[src/rtl/mem_access_unit.sv]
// Memory-access pipeline stage: decodes load/store width, steers byte lanes,
// extends load data and runs a valid/ack data-memory handshake that tolerates
// wait states and aborts on timeout.
module mem_access_unit #(
    parameter int unsigned XLEN    = 32,
    parameter int unsigned ADDR_W  = 32,
    parameter int unsigned TIMEOUT = 64
) (
    input  logic              clk,
    input  logic              rst_n,
    input  logic              req_valid,
    input  logic              mem_read,
    input  logic              mem_write,
    input  logic [2:0]        funct3,
    input  logic [ADDR_W-1:0] address,
    input  logic [XLEN-1:0]   data_write,
    output logic              req_ready,
    output logic              stall_o,
    output logic              load_valid_o,
    output logic [XLEN-1:0]   load_data_o,
    output logic              misalign_o,
    output logic              fault_o,
    output logic              data_ce_o,
    output logic              data_we_o,
    output logic [XLEN/8-1:0] data_be_o,
    output logic [ADDR_W-1:0] data_addr_o,
    output logic [XLEN-1:0]   data_o,
    input  logic [XLEN-1:0]   data_i,
    input  logic              data_ack_i
);

    localparam int unsigned NB    = XLEN / 8;
    localparam int unsigned OFF_W = $clog2(NB);
    localparam int unsigned CNT_W = $clog2(TIMEOUT + 1);

    typedef enum logic [0:0] {
        S_IDLE   = 1'b0,
        S_ACCESS = 1'b1
    } state_t;

    state_t             state_q, state_d;
    logic [CNT_W-1:0]   cnt_q, cnt_d;
    logic               ce_q, ce_d;
    logic               fault_q, fault_d;
    logic               misalign_q, misalign_d;
    logic               load_valid_q, load_valid_d;
    logic               we_q;
    logic [NB-1:0]      be_q;
    logic [ADDR_W-1:0]  addr_q;
    logic [XLEN-1:0]    wdata_q;
    logic [2:0]         funct3_q;
    logic [OFF_W-1:0]   off_q;
    logic [XLEN-1:0]    load_data_q;

    logic               is_op;
    logic               legal;
    logic               aligned;
    logic [OFF_W-1:0]   off;
    logic [NB-1:0]      be_c;
    logic [XLEN-1:0]    wdata_c;
    logic [XLEN-1:0]    lane;
    logic [XLEN-1:0]    load_fmt;
    logic               timeout_hit;
    logic               accept;
    logic               load_cap;

    assign is_op       = mem_read | mem_write;
    assign off         = address[OFF_W-1:0];
    assign timeout_hit = (cnt_q == CNT_W'(TIMEOUT - 1));

    // Request decode: legality (store wins over load), alignment, lanes
    always_comb begin
        legal   = 1'b0;
        aligned = 1'b1;
        be_c    = '0;
        wdata_c = '0;
        if (mem_write) begin
            case (funct3)
                3'b000, 3'b001, 3'b010: legal = 1'b1;
                3'b011:                 legal = (XLEN == 64);
                default:                legal = 1'b0;
            endcase
        end else begin
            case (funct3)
                3'b000, 3'b001, 3'b010, 3'b100, 3'b101: legal = 1'b1;
                3'b011, 3'b110:                         legal = (XLEN == 64);
                default:                                legal = 1'b0;
            endcase
        end
        case (funct3[1:0])
            2'b00: begin
                aligned = 1'b1;
                be_c    = NB'(1) << off;
                wdata_c = {NB{data_write[7:0]}};
            end
            2'b01: begin
                aligned = ~address[0];
                be_c    = NB'(3) << off;
                wdata_c = {(NB/2){data_write[15:0]}};
            end
            2'b10: begin
                aligned = (address[1:0] == 2'b00);
                be_c    = NB'(4'hF) << off;
                wdata_c = {(NB/4){data_write[31:0]}};
            end
            default: begin
                aligned = (address[2:0] == 3'b000);
                be_c    = {NB{1'b1}};
                wdata_c = data_write;
            end
        endcase
    end

    // Load formatting: pick the lane at the captured offset, then extend
    always_comb begin
        lane     = data_i >> {off_q, 3'b000};
        load_fmt = lane;
        case (funct3_q[1:0])
            2'b00: begin
                if (funct3_q[2]) load_fmt = XLEN'(lane[7:0]);
                else             load_fmt = XLEN'($signed(lane[7:0]));
            end
            2'b01: begin
                if (funct3_q[2]) load_fmt = XLEN'(lane[15:0]);
                else             load_fmt = XLEN'($signed(lane[15:0]));
            end
            2'b10: begin
                if (funct3_q[2]) load_fmt = XLEN'(lane[31:0]);
                else             load_fmt = XLEN'($signed(lane[31:0]));
            end
            default: load_fmt = lane;
        endcase
    end

    // FSM state register
    always_ff @(posedge clk or negedge rst_n) begin
        if (!rst_n) state_q <= S_IDLE;
        else        state_q <= state_d;
    end

    // FSM next-state logic
    always_comb begin
        state_d = state_q;
        case (state_q)
            S_IDLE:   if (req_valid && is_op && legal && aligned) state_d = S_ACCESS;
            S_ACCESS: if (data_ack_i || timeout_hit)              state_d = S_IDLE;
            default:  state_d = S_IDLE;
        endcase
    end

    // FSM output logic: next values of the registered strobes and counter
    always_comb begin
        accept       = 1'b0;
        load_cap     = 1'b0;
        ce_d         = 1'b0;
        fault_d      = 1'b0;
        misalign_d   = 1'b0;
        load_valid_d = 1'b0;
        cnt_d        = cnt_q;
        case (state_q)
            S_IDLE: begin
                if (req_valid && is_op) begin
                    if (!legal) begin
                        fault_d = 1'b1;
                    end else if (!aligned) begin
                        misalign_d = 1'b1;
                    end else begin
                        accept = 1'b1;
                        ce_d   = 1'b1;
                        cnt_d  = '0;
                    end
                end
            end
            S_ACCESS: begin
                if (data_ack_i) begin
                    load_valid_d = ~we_q;
                    load_cap     = ~we_q;
                end else if (timeout_hit) begin
                    fault_d = 1'b1;
                end else begin
                    ce_d  = 1'b1;
                    cnt_d = cnt_q + CNT_W'(1);
                end
            end
            default: ;
        endcase
    end

    // Registered bus outputs, strobes, captured request and load result
    always_ff @(posedge clk or negedge rst_n) begin
        if (!rst_n) begin
            cnt_q        <= '0;
            ce_q         <= 1'b0;
            fault_q      <= 1'b0;
            misalign_q   <= 1'b0;
            load_valid_q <= 1'b0;
            we_q         <= 1'b0;
            be_q         <= '0;
            addr_q       <= '0;
            wdata_q      <= '0;
            funct3_q     <= '0;
            off_q        <= '0;
            load_data_q  <= '0;
        end else begin
            cnt_q        <= cnt_d;
            ce_q         <= ce_d;
            fault_q      <= fault_d;
            misalign_q   <= misalign_d;
            load_valid_q <= load_valid_d;
            if (accept) begin
                we_q     <= mem_write;
                be_q     <= be_c;
                addr_q   <= {address[ADDR_W-1:OFF_W], OFF_W'(0)};
                wdata_q  <= wdata_c;
                funct3_q <= funct3;
                off_q    <= off;
            end
            if (load_cap) load_data_q <= load_fmt;
        end
    end

    assign req_ready    = (state_q == S_IDLE);
    assign stall_o      = ((state_q == S_IDLE) && req_valid && is_op && legal && aligned) ||
                          ((state_q == S_ACCESS) && !data_ack_i);
    assign data_ce_o    = ce_q;
    assign data_we_o    = we_q;
    assign data_be_o    = be_q;
    assign data_addr_o  = addr_q;
    assign data_o       = wdata_q;
    assign load_valid_o = load_valid_q;
    assign load_data_o  = load_data_q;
    assign misalign_o   = misalign_q;
    assign fault_o      = fault_q;

endmodule

[config.mk]
export PLATFORM = sky130hd
export DESIGN_NAME = mem_access_unit
export DESIGN_NICKNAME = d
export VERILOG_FILES = /design/src/rtl/mem_access_unit.sv
export SDC_FILE = /design/constraint.sdc
export NUM_CORES = 1
export LEC_CHECK = 0
export CAP_MARGIN = 25
export CORE_MARGIN = 1
export CORE_UTILIZATION = 48
export DETAILED_ROUTE_END_ITERATION = 10
export MAX_ROUTING_LAYER = met4
export PLACE_DENSITY = 0.86
export SYNTH_ARGS = -nofsm -noshare
export SYNTH_HDL_FRONTEND = slang
export SYNTH_SLANG_ARGS = --single-unit
[constraint.sdc]
create_clock -name clk -period 3.85 [get_ports clk]
set_clock_uncertainty 0.2 [all_clocks]
set_input_delay 0.385 -clock clk [delete_from_list [all_inputs] [get_ports clk]]
set_output_delay 0.385 -clock clk [all_outputs]
set_load 0.005 [all_outputs]
==> results by group, run 1 <==
Run status
  – Status: completed

Floorplanning
  – Die area: 11900 µm²
  – Starting Density: 0.501
  – Core area: 11000 µm²
  – Die W: between 100 and 150 µm
  – IO Pins: 212
  – Row Count: 38
  – DIE HEIGHT: roughly 110 µm

Timing
  – Crit share post-route: 0.924
  – Unrepaired setup endpoints after global routing: no
  – Sum Neg Setup Slack: 0 ns
  – Hold Vio Cnt, Final: 0
  – Hold slack: 0.123 ns
  – Max Freq: 281 MHz
  – Worst slew pin tran: ~0.9 ns
  – Min Clock Period, post-route: roughly 3.6 ns
  – Max-slew violations: 0
  – Final setup viols: 0
  – Slew HR: 0.402

Global route
  – Largest net degree at the start of global routing: around 120
  – Gr usage total: 0.306
  – First-pass GRT wire length: 26800 µm
  – Total grt overflow: 0
  – Antenna violations before repair: 0
  – Vias in the first global route: 5292

Yosys
  – Most used DFF post-synth: dfrtp_1
  – YS warnings: 0
  – Fraction of registers with async set/reset: 1.00
  – Yosys cell types: 42
  – Post-synth top area share: 0.526
  – Post-synth EDFFs: 0
  – Synth Register Bits: 116
  – Post-synthesis cell count: 624
  – Top cells by count, synth: nand2_1 (225), dfrtp_1 (116), o21ai_0 (55)
  – Area of the mapped netlist: 5520 µm²
  – Area leader, netlist: dfrtp_1
  – Register area share after synthesis: 0.526
  – Avg Synthesized Cell Area: approximately 8.8 µm²
  – Synth area leaders: dfrtp_1 (53%), nand2_1 (15%), o21ai_0 (5.0%), mux2i_1 (3.8%), nor2_1 (2.7%)
  – Top-count cell post-synth: nand2_1

Pwr
  – Pleak: 0.00379 µW
  – Max IR drop VDD: approximately 380 µV
  – Pwr per Cell Area: roughly 640 nW/µm²

Place
  – Placement-stage cell area: approximately 7700 µm²
  – Number of buffers added on ports: 209
  – Post-DP HPWL: 12200 µm
  – RePlAce Congestion: approximately 0.96

Route
  – Starting DRT DRC Count: 224
  – Final ANT Viol Nets: 0
  – Routed wire per std cell: 17.4 µm
  – Vias/cell: 5.37
  – First-pass DRT Iterations: 5
  – Routed WL: 17100 µm
  – Drc violations: 0
  – Routed via count: 5259

Critical path
  – Most used cell along the critical path: clkdlybuf4s50_1
  – Slowest CP cell: clkdlybuf4s50_1
  – Crit-path max cell delay: 0.55 ns
  – Startpoint types: input pin
  – WS Path Type: input pin to primary output
  – Crit-path max FO: 8
  – CP Capture Type: primary output
  – CP Data Arrival Time: 2.97 ns
  – WP data required: 3.26 ns
  – Crit-path cells: clkdlybuf4s50_1, inv_1, ha_1, o21bai_1, a2111oi_2, a21bo_2, nand2_1, clkdlybuf4s50_1

Hold path
  – HP Class: input pin to asynchronous set/reset pin

Clocking
  – Clock Path Buffers: 2
  – Clock Latency Late Sink: 0.40 ns
  – Clock tree sinks: approximately 120
  – TritonCTS clock tree: done
  – Root buffer cell: clkbuf_16
  – Clock Pin Slew Worst Setup and Hold Paths: 0.05 ns
  – Cts bufs inserted: 17
  – Gates resized, CTS repair: 0
  – H-tree levels: 4

Cells and area
  – # nets final: 937
  – Area delta synth->final: 50.3%
  – Fillcell total: 820
  – Ant diodes: 0
  – Design area: 8300 µm²
  – Core Util, Final: 0.752
  – Layout cells sized above 1: 0.0691

Run
  – Max Cap Viol: 0
-- per-layer routing --
| layer | GRT usage | part of all wire | vias to the layer above |
|---|---|---|---|
| met2 | 0.488 | 0.49 | 239 |
| li1 | - | - | 2474 |
| met5 | - | 0 | - |
| met4 | 0.110 | 0.030 | 0 |
| met1 | 0.368 | 0.40 | 2511 |
| met3 | 0.0921 | 0.087 | 35 |
-- worst max-delay path: cells and delay by family --
kind                       cells  cell delay (ns)
AOI/OAI and AO/OA              3             0.85
adders and majority gates      1             0.32
buffers and inverters          3             1.32
and+or+nand+nor                1             0.09
-- sequential cells by signal, indices dropped and copies added, names as in the netlist --
name and cells:
state_q 1, fault_o 1, cnt_q 7, data_ce_o 1
misalign_o 1, load_valid_o 1, data_we_o 1, data_o 32
data_addr_o 30, funct3_q 3, data_be_o 4, off_q 2
load_data_o 32
-- through the flow --
stage / instances / total power (µW) / setup slack, ns
6_report: 979 / 5320 / 0.293
2_1_floorplan: 625 / 2570 / 1.45
5_1_grt: 979 / 5630 / 0.199
3_3_place_gp: 946 / 3650 / 0.456
4_1_cts: 979 / 5350 / 0.323
3_5_place_dp: 946 / 3710 / 0.378
-- final cells by class --
cell class | instances | area, µm² | area share
clock buffer | 23 | 488 | 0.0588
clock inverter | 9 | 125 | 0.0151
inverter | 10 | 37.5 | 0.00452
multi-input combinational | 462 | 2390 | 0.288
sequential | 116 | 2900 | 0.350
tap | 140 | 175 | 0.0211
timing repair buffer | 219 | 2180 | 0.263
-- layout by cell type, fill, tap and decap left out, types with 8 or more instances in the layout --
| cell | synthesis | routed |
|---|---|---|
| dfrtp_1 | 116 | 116 |
| nor2_1 | 40 | 40 |
| mux2_2 | 10 | 10 |
| mux2i_1 | 21 | 21 |
| clkdlybuf4s50_1 | 0 | 208 |
| nand2_1 | 225 | 225 |
| buf_4 | 6 | 9 |
| o21ai_0 | 55 | 55 |
| inv_1 | 9 | 9 |
| o211ai_1 | 9 | 9 |
| o2bb2ai_1 | 9 | 9 |
| o22a_1 | 8 | 8 |
| a21oi_1 | 24 | 24 |
| clkbuf_16 | 0 | 17 |
| nor2b_1 | 10 | 10 |
-- where the power goes --
part	internal, µW	switching, µW	total [µW]
sequential	1640	274	1920
combinational	1060	729	1790
clock	1080	531	1610
total	3780	1540	5320
-- final timing paths --
path	startpoint	end	slack, ns	cells past startpoint
max	funct3[1]	stall_o	0.29	8
min	rst_n	load_data_o[20]	0.12	2
max reg2reg	state_q	data_o[18]	1.47	6
min reg2reg	data_be_o[1]	data_be_o[1]	0.26	2
max in group asynchronous	rst_n	data_addr_o[2]	2.53	3
min in group clk	data_be_o[1]	data_be_o[1]	0.26	2
-- cell families after synthesis --
logic type | after synthesis | synth area share
AOI/OAI and AO/OA | 122 | 0.139
adders and majority gates | 6 | 0.0136
buffers and inverters | 47 | 0.0440
DFF | 116 | 0.526
muxes | 31 | 0.0585
other | 1 | 0.000679
and+or+nand+nor | 301 | 0.219
-- repair_timing --
action                                 CTS  global route
setup buffers                            0             0
hold buffers                             1             0
endpoints found under the hold margin  116             0
Note: power is estimated with default switching activity, not from simulation.
==> run 2: changes to the inputs <==
- CORE_MARGIN: 1 -> 4
- GPL_ROUTABILITY_DRIVEN: unset -> 0
==> run 2 against run 1 <==
Register-to-register slack got worse by 0.29 ns. Final area is 0.41% lower. Wire length is 2.6% higher. Sequential cell count is the same. Critical path depth did not move. Worst hold slack gained 0.14 ns. Worst setup slack better by 0.011 ns. Clock power down 5%. Critical path type unchanged. Largest power group unchanged.
==> results by group, run 2 (synthesis results as in run 1) <==
Critical path
  – Worst path top cell family by delay: buffers and inverters (unchanged)
  – CP Data Arrival Time: 2.96 ns (was 2.97 ns)
  – Internal reg-to-reg setup slack: 1.18 ns (was 1.47 ns)
  – Crit-path cells: clkdlybuf4s50_1, inv_1, ha_1, o21bai_1, a2111oi_2, a21bo_2, nand2_1, clkdlybuf4s50_1 (unchanged)
  – Crit-path max FO: 8 (unchanged)
  – Crit-path max cell delay: 0.55 ns (about the same)
  – Slowest CP cell: clkdlybuf4s50_1 (unchanged)
  – WP data required: 3.26 ns (about the same)
  – CP Capture Type: primary output (unchanged)
  – Worst Path Buf+Inv: 3 (unchanged)
  – WS Path Type: input pin to primary output (unchanged)
  – Startpoint types: input pin (unchanged)
  – Most used cell along the critical path: clkdlybuf4s50_1 (unchanged)

Pwr
  – Pwr per Cell Area: 634 nW/µm² (was 641 nW/µm²)
  – Pleak: 0.00378 µW (was 0.00379 µW)
  – Max IR drop VDD: 386 µV (was 381 µV)

Timing
  – Slew HR: 0.303 (was 0.402)
  – Max Freq: 282 MHz (was 281 MHz)
  – Final setup viols: 0 (unchanged)
  – Min Clock Period, post-route: 3.55 ns (was 3.56 ns)
  – Hold slack: 0.263 ns (was 0.123 ns)
  – Hold Vio Cnt, Final: 0 (unchanged)
  – Worst slew pin tran: 1.05 ns (was 0.897 ns)
  – Sum Neg Setup Slack: 0 ns (unchanged)
  – Unrepaired setup endpoints after global routing: no (unchanged)
  – Max-slew violations: 0 (unchanged)
  – Crit share post-route: 0.921 (was 0.924)

Place
  – Number of buffers added on ports: 209 (unchanged)
  – Post-DP HPWL: 13100 µm (was 12200 µm)

Clocking
  – Clock Latency Late Sink: 0.41 ns (was 0.40 ns)
  – H-tree levels: 4 (unchanged)
  – Clock Path Buffers: 2 (unchanged)
  – Cts hold-fix bufs: 1 (unchanged)
  – Clock Pin Slew Worst Setup and Hold Paths: 0.05 ns (about the same)
  – Cts bufs inserted: 17 (unchanged)
  – Post-CTS Setup Repair Bufs: 0 (unchanged)
  – TritonCTS clock tree: done (unchanged)
  – Gates resized, CTS repair: 0 (unchanged)
  – Root buffer cell: clkbuf_16 (unchanged)
  – Clock tree sinks: 116 (unchanged)

Global route
  – Largest net degree at the start of global routing: 98 (was 116)
  – Antenna violations before repair: 0 (unchanged)
  – Total grt overflow: 0 (unchanged)
  – Vias in the first global route: 5727 (was 5292)
  – First-pass GRT wire length: 28300 µm (was 26800 µm)
  – Gr usage total: 0.280 (was 0.306)

Cells and area
  – Ant diodes: 0 (unchanged)
  – # nets final: 937 (unchanged)
  – Commonest non-fill, non-tap cell in the layout: nand2_1 (unchanged)
  – Most frequent cells in the layout: nand2_1 (225), clkdlybuf4s50_1 (208), dfrtp_1 (116) (unchanged)
  – Area delta synth->final: 49.7% (was 50.3%)
  – Layout cells sized above 1: 0.0645 (was 0.0691)

Floorplanning
  – Die W: 115 µm (was 109 µm)
  – Starting Density: 0.501 (unchanged)
  – Row Count: 38 (unchanged)
  – DIE HEIGHT: 115 µm (was 109 µm)
  – Die area: 13300 µm² (was 11900 µm²)
  – Core area: 11000 µm² (unchanged)
  – IO Pins: 212 (unchanged)

Run
  – Max Cap Viol: 0 (unchanged)

Route
  – Routed wire per std cell: 17.9 µm (was 17.4 µm)
  – Routed via count: 5332 (was 5259)
  – Starting DRT DRC Count: 460 (was 224)
  – Drc violations: 0 (unchanged)
  – First-pass DRT Iterations: 5 (unchanged)
  – Final ANT Viol Nets: 0 (unchanged)
  – Vias/cell: 5.46 (was 5.37)
  – Routed WL: 17500 µm (was 17100 µm)

Hold path
  – HP Class: register to register (was input pin to asynchronous set/reset pin)

Run status
  – Status: completed (unchanged)
==> run 2: cell count changes in the layout (fill, tap and decap cells not counted) <==
cell	before	now
clkinvlp_4	2	0
clkinv_2	4	2
clkbuf_1	2	4
clkbuf_8	4	5
bufinv_16	3	2
==> run 2: metrics by stage <==
step / util / power [µW] / std cells / setup slack, ns / cell area, µm²
detailed placement: 0.696 / 3720 / 946 / 0.187 / 7680
finish: 0.749 / 5240 / 977 / 0.304 / 8270
floorplan: - / 2570 / 625 / 1.45 / 5530
global route: 0.749 / 5550 / 977 / 0.105 / 8270
CTS: 0.749 / 5280 / 977 / 0.323 / 8270
global placement: 0.694 / 3650 / 945 / 0.417 / 7660
==> run 2: power by group <==
part           internal, µW  switching [µW]
logic                  1060             682
registers              1640             330
clock network          1030             503
total                  3730            1520
==> run 2: path summary, 6_finish.rpt <==
path	from	end	depth (start not counted)
setup reg to reg	off_q[1]	load_data_o[9]	5
min in group asynchronous	rst_n	load_data_o[9]	2
hold / removal	data_be_o[3]	data_be_o[3]	2
hold reg to reg	data_be_o[3]	data_be_o[3]	2
setup / recovery	funct3[1]	stall_o	8
max in group asynchronous	rst_n	cnt_q[2]	4
==> run 2: area by class of cell <==
cell class                 count  area, µm²
clock buffer                  26        509
multi-input combinational    462       2390
timing repair buffer         219       2180
sequential                   116       2900
tap                          140        175
fill                         769       2770
clock inverter                 4       70.1
inverter                      10       37.5
==> run 2: worst register-to-register path, cell delays in order (launching register included) <==
cell	delay, ns
dfrtp_1	0.99
mux2_2	0.46
mux2i_1	0.18
nor3_1	0.07
nor2_1	0.46
a21oi_1	0.16
==> run 2: per-layer routing <==
layer / wire, µm / GRT usage
met1: 6680 / 0.331
met3: 1580 / 0.0779
met5: 0 / -
met4: 499 / 0.110
met2: 8730 / 0.454
==> RTL edit 1, RTL diff (config.mk and constraints of run 1) <==
The parameter `ADDR_W` goes from 32 to 28.
--- a/src/rtl/mem_access_unit.sv
+++ b/src/rtl/mem_access_unit.sv
@@ -4,5 +4,5 @@
 module mem_access_unit #(
     parameter int unsigned XLEN    = 32,
-    parameter int unsigned ADDR_W  = 32,
+    parameter int unsigned ADDR_W  = 28,
     parameter int unsigned TIMEOUT = 64
 ) (
Ports: changed (resized address and data_addr_o); port bits go from 212 to 204. The function was not compared with the original's and may differ.
==> RTL edit 1 against run 1 <==
Non-clock buffer count decreased by 5; sequential cell count decreased by 4; combinational power decreased by 3%; sequential power decreased by 4%; final area decreased by 6.9%; total power decreased by 18%; routed wire length decreased by 5.9%; setup slack improved by 0.12 ns; maximum frequency increased by 3.6%; synthesized area decreased by 2.5%; critical endpoint unchanged; largest cell class unchanged.
==> RTL edit 1: results (changes against run 1) <==
layout cells sized above 1=6.375% (was 6.913%); Worst Path Arrival=2.85 ns (was 2.97 ns); global-route wire length before repair=25,370 microns (was 26,850 microns); met2 Use GR=48.90% (was 48.83%); Placement Cell Area=7470 sq um (was 7676 sq um); r2r setup slk=1.54 ns (was 1.47 ns); worst skew pair latency=0.37 ns (was 0.40 ns); nets@finish=902 (was 937); most frequent cells after synthesis=nand2_1 (212), dfrtp_1 (112), o21ai_0 (49) (was nand2_1 (225), dfrtp_1 (116), o21ai_0 (55)); dpl ws=0.4683 ns (was 0.3776 ns); largest net degree at the start of global routing=94 (was 116); port bufs=201 (was 209); post-DR vias/cell=5.376 (was 5.372); GRT Total Usage=29.18% (was 30.62%); r2r endpoint=data_o[11] (was data_o[18]); HPWL after DPL=11,740 microns (was 12,180 microns); slowest stage delay, CP=0.52 ns (was 0.55 ns); leak pwr=0.003503 uW (was 0.003791 uW); largest cells by area after synthesis=dfrtp_1 (52%), nand2_1 (15%), o21ai_0 (4.6%) (was dfrtp_1 (53%), nand2_1 (15%), o21ai_0 (5.0%)); clock-pin transition on the worst setup and hold timing paths=0.10 ns (was 0.05 ns); status=completed (unchanged); slowest CP cell=clkdlybuf4s50_1 (unchanged); post-synthesis sequential area ratio=52.08% (was 52.57%); peak supply drop=338.9 uV (was 381.0 uV); CTS Buf Count=9 (was 17); met3 Use GR=4.358% (was 9.205%); final worst slack=0.4177 ns (was 0.2932 ns); final WL=16,050 microns (was 17,050 microns)
[RTL edit 1: cells by family after synthesis]
| kind of cell | share of synthesized area, % |
|---|---|
| fa+ha+maj | 1.395 |
| mux | 6.185 |
| flops | 52.08 |
| buf+inv | 3.952 |
| compound gates | 14.65 |
| simple gates | 21.67 |
| other cells | 0.06968 |
[RTL edit 1: how the worst min path moves through the flow]
| stage | startpoint | endpoint | slack, ns |
|---|---|---|---|
| detailed placement | data_be_o[3] | data_be_o[3] | 0.26 |
| CTS | rst_n | load_data_o[2] | 0.04 |
| global placement | data_addr_o[13] | data_addr_o[13] | 0.26 |
| finish | rst_n | data_addr_o[9] | 0.20 |
| global route | rst_n | load_data_o[30] | 0.21 |
| floorplan | rst_n | cnt_q[0] | -0.11 |
[RTL edit 1: power breakdown]
part           switching (uW)  internal [uW]  total, uW  leakage [uW]
clock network             408            366        775      0.000101
registers                 257           1580       1840       0.00139
logic                     697           1030       1730       0.00201
total                    1360           2980       4340       0.00350
[RTL edit 1: routing by layer]
| layer | up-vias | routed length, microns |
|---|---|---|
| li1 | 2382 | - |
| met4 | 0 | 285 |
| met3 | 23 | 1183 |
| met2 | 245 | 8075 |
| met1 | 2403 | 6508 |
| met5 | - | 0 |
[RTL edit 1: area by class of cell]
type	count	area, sq um
Sequential cell	112	2803
Multi-Input combinational cell	450	2370
Timing Repair Buffer	214	2130
Clock inverter	7	96.34
Tap cell	140	175.2
Fill cell	856	3161
Clock buffer	9	123.9
Inverter	8	30.03
[RTL edit 1: stage by stage]
step / hold WS, ns / std cells
after global placement: 0.2591 / 922
after CTS: 0.03636 / 938
after detailed placement: 0.2640 / 922
after global routing: 0.2099 / 940
final: 0.2041 / 940
after floorplan: -0.1106 / 605
[RTL edit 1: critical path: cells and delay by family]
kind	cells	cell delay (ns)
AO/OA/AOI/OAI	3	0.85
adder cells (fa/ha/maj)	1	0.32
AND/OR/NAND/NOR	1	0.12
buffers and inverters	3	1.18
==> RTL edit 2, RTL diff (flow settings as in run 1) <==
Without the edit above. Remove the register `fault_q`: a continuous assignment takes its place, so the output `fault_o` follows one clock earlier.
--- a/src/rtl/mem_access_unit.sv
+++ b/src/rtl/mem_access_unit.sv
@@ -192,5 +192,4 @@
             cnt_q        <= '0;
             ce_q         <= 1'b0;
-            fault_q      <= 1'b0;
             misalign_q   <= 1'b0;
             load_valid_q <= 1'b0;
@@ -205,5 +204,4 @@
             cnt_q        <= cnt_d;
             ce_q         <= ce_d;
-            fault_q      <= fault_d;
             misalign_q   <= misalign_d;
             load_valid_q <= load_valid_d;
@@ -219,4 +217,6 @@
         end
     end
+
+    assign fault_q = fault_d;
 
     assign req_ready    = (state_q == S_IDLE);
Check against the original RTL: not equivalent (a bounded check fails within 4 cycles, from zero or initial values and one cycle with rst_n low).
==> RTL edit 2 against run 1 <==
Routed wire length grew 3.2%; setup slack lost 0.079 ns; sequential cell count shrank 1; final area shrank 0.57%; total power shrank 1.5%; synthesized area shrank 0.45%; critical path type unchanged; highest routed layer unchanged.
==> RTL edit 2: results (changes against run 1) <==
wire per inst=17.99 microns (was 17.42 microns); post-synthesis compound-gate area fraction=13.93% (was 13.87%); status=completed (unchanged); largest cells by area after synthesis=dfrtp_1 (52%), nand2_1 (15%), o21ai_0 (5.0%) (was dfrtp_1 (53%), nand2_1 (15%), o21ai_0 (5.0%)); layout cells sized above 1=6.921% (was 6.913%); HPWL after DPL=12,750 microns (was 12,180 microns); post-DR vias/cell=5.453 (was 5.372); GRT Total Usage=31.94% (was 30.62%); dpl ws=0.2825 ns (was 0.3776 ns); post-synthesis mux area share=5.873% (was 5.846%); Placement Cell Area=7637 sq um (was 7676 sq um); slowest stage delay, CP=0.57 ns (was 0.55 ns); leak pwr=0.003758 uW (was 0.003791 uW); peak supply drop=298.8 uV (was 381.0 uV); H-tree depth=4 (unchanged); slowest CP cell=clkdlybuf4s50_1 (unchanged); post-synthesis sequential area ratio=52.36% (was 52.57%); n_diodes=0 (unchanged); root buf cell=clkbuf_16 (unchanged); port bufs=209 (unchanged); DRT iter0 DRCs=271 (was 224); Most common cell on crit path=clkdlybuf4s50_1 (unchanged); global-route wire length before repair=27,520 microns (was 26,850 microns); Crit Path Max Fanout=8 (unchanged); average size of a mapped cell=8.823 sq um (was 8.849 sq um); GP Congestion=0.9571 (was 0.9563); Worst Path Arrival=3.05 ns (was 2.97 ns); antenna violations before repair=0 (unchanged); xor/xnor share of the synthesized area=0% (unchanged); clock-pin transition on the worst setup and hold timing paths=0.05 ns (about the same); largest net degree at the start of global routing=98 (was 116); Synth Area in Adders=1.366% (was 1.360%); HP Class=register to register (was primary input to asynchronous set/reset pin); Top delay family on crit path=buffers and inverters (unchanged); clk buf depth=2 (unchanged); via count of the first global-routing pass=5,486 (was 5,292); Yosys Warn Count=0 (unchanged); nets@finish=936 (was 937); final hold violations=0 (unchanged); end-of-flow core utilization=75.13% (was 75.24%); Pre-antenna DRT Iters=4 (was 5); routed vias=5,333 (was 5,259); most frequent cells after synthesis=nand2_1 (225), dfrtp_1 (115), o21ai_0 (55) (was nand2_1 (225), dfrtp_1 (116), o21ai_0 (55)); Rel. slew slack=31.57% (was 40.18%)
RTL edit 2: cell count changes in the layout (fill, tap and decap cells not counted), sizes merged:
cell	run 1	this run
bufinv	3	1
clkinv	5	4
clkinvlp	2	4
clkbuf	23	24
dfrtp	116	115
RTL edit 2: tightest hold or removal path: stages (launching register included):
cell and delay [ns]:
dfrtp_1 0.34, nand2_1 0.05, nand2_1 0.05
RTL edit 2: worst paths after layout:
| path | from | endpoint | slack, ns | depth (start not counted) |
|---|---|---|---|---|
| max | funct3[1] | stall_o | 0.21 | 8 |
| min | data_be_o[3] | data_be_o[3] | 0.27 | 2 |
| max reg2reg | off_q[1] | load_data_o[10] | 1.18 | 5 |
| min reg2reg | data_be_o[3] | data_be_o[3] | 0.27 | 2 |
| max in group asynchronous | rst_n | data_o[21] | 2.08 | 3 |
| min in group asynchronous | rst_n | load_data_o[22] | 0.48 | 2 |
RTL edit 2: repair_timing:
item	4_1_cts	5_1_grt
hold buffers	1	0
endpoints found under the hold margin	71	0
endpoints found under the setup margin	0	0
RTL edit 2: where the power goes:
group          total, uW  internal [uW]  switching (uW)
Sequential          1940           1630             309
Combinational       1790           1070             720
Clock               1510            969             537
Total               5240           3670            1570
RTL edit 2: cell type report:
| cell class | instances | area, sq um |
|---|---|---|
| inverter | 10 | 37.54 |
| clock buffer | 24 | 501.7 |
| multi-input combinational | 462 | 2397 |
| sequential | 115 | 2878 |
| clock inverter | 8 | 75.07 |
| tap | 140 | 175.2 |
| timing repair buffer | 219 | 2187 |
| fill | 783 | 2731 |
RTL edit 2: routing by layer:
metal	share of wire [%]	routed length (microns)	vias up	global-route usage, %
li1	-	-	2466	-
met5	0	0	-	-
met3	7.4	1308	39	7.292
met2	50	8720	262	51.98
met4	3.2	555	0	14.67
met1	40	7008	2566	37.63
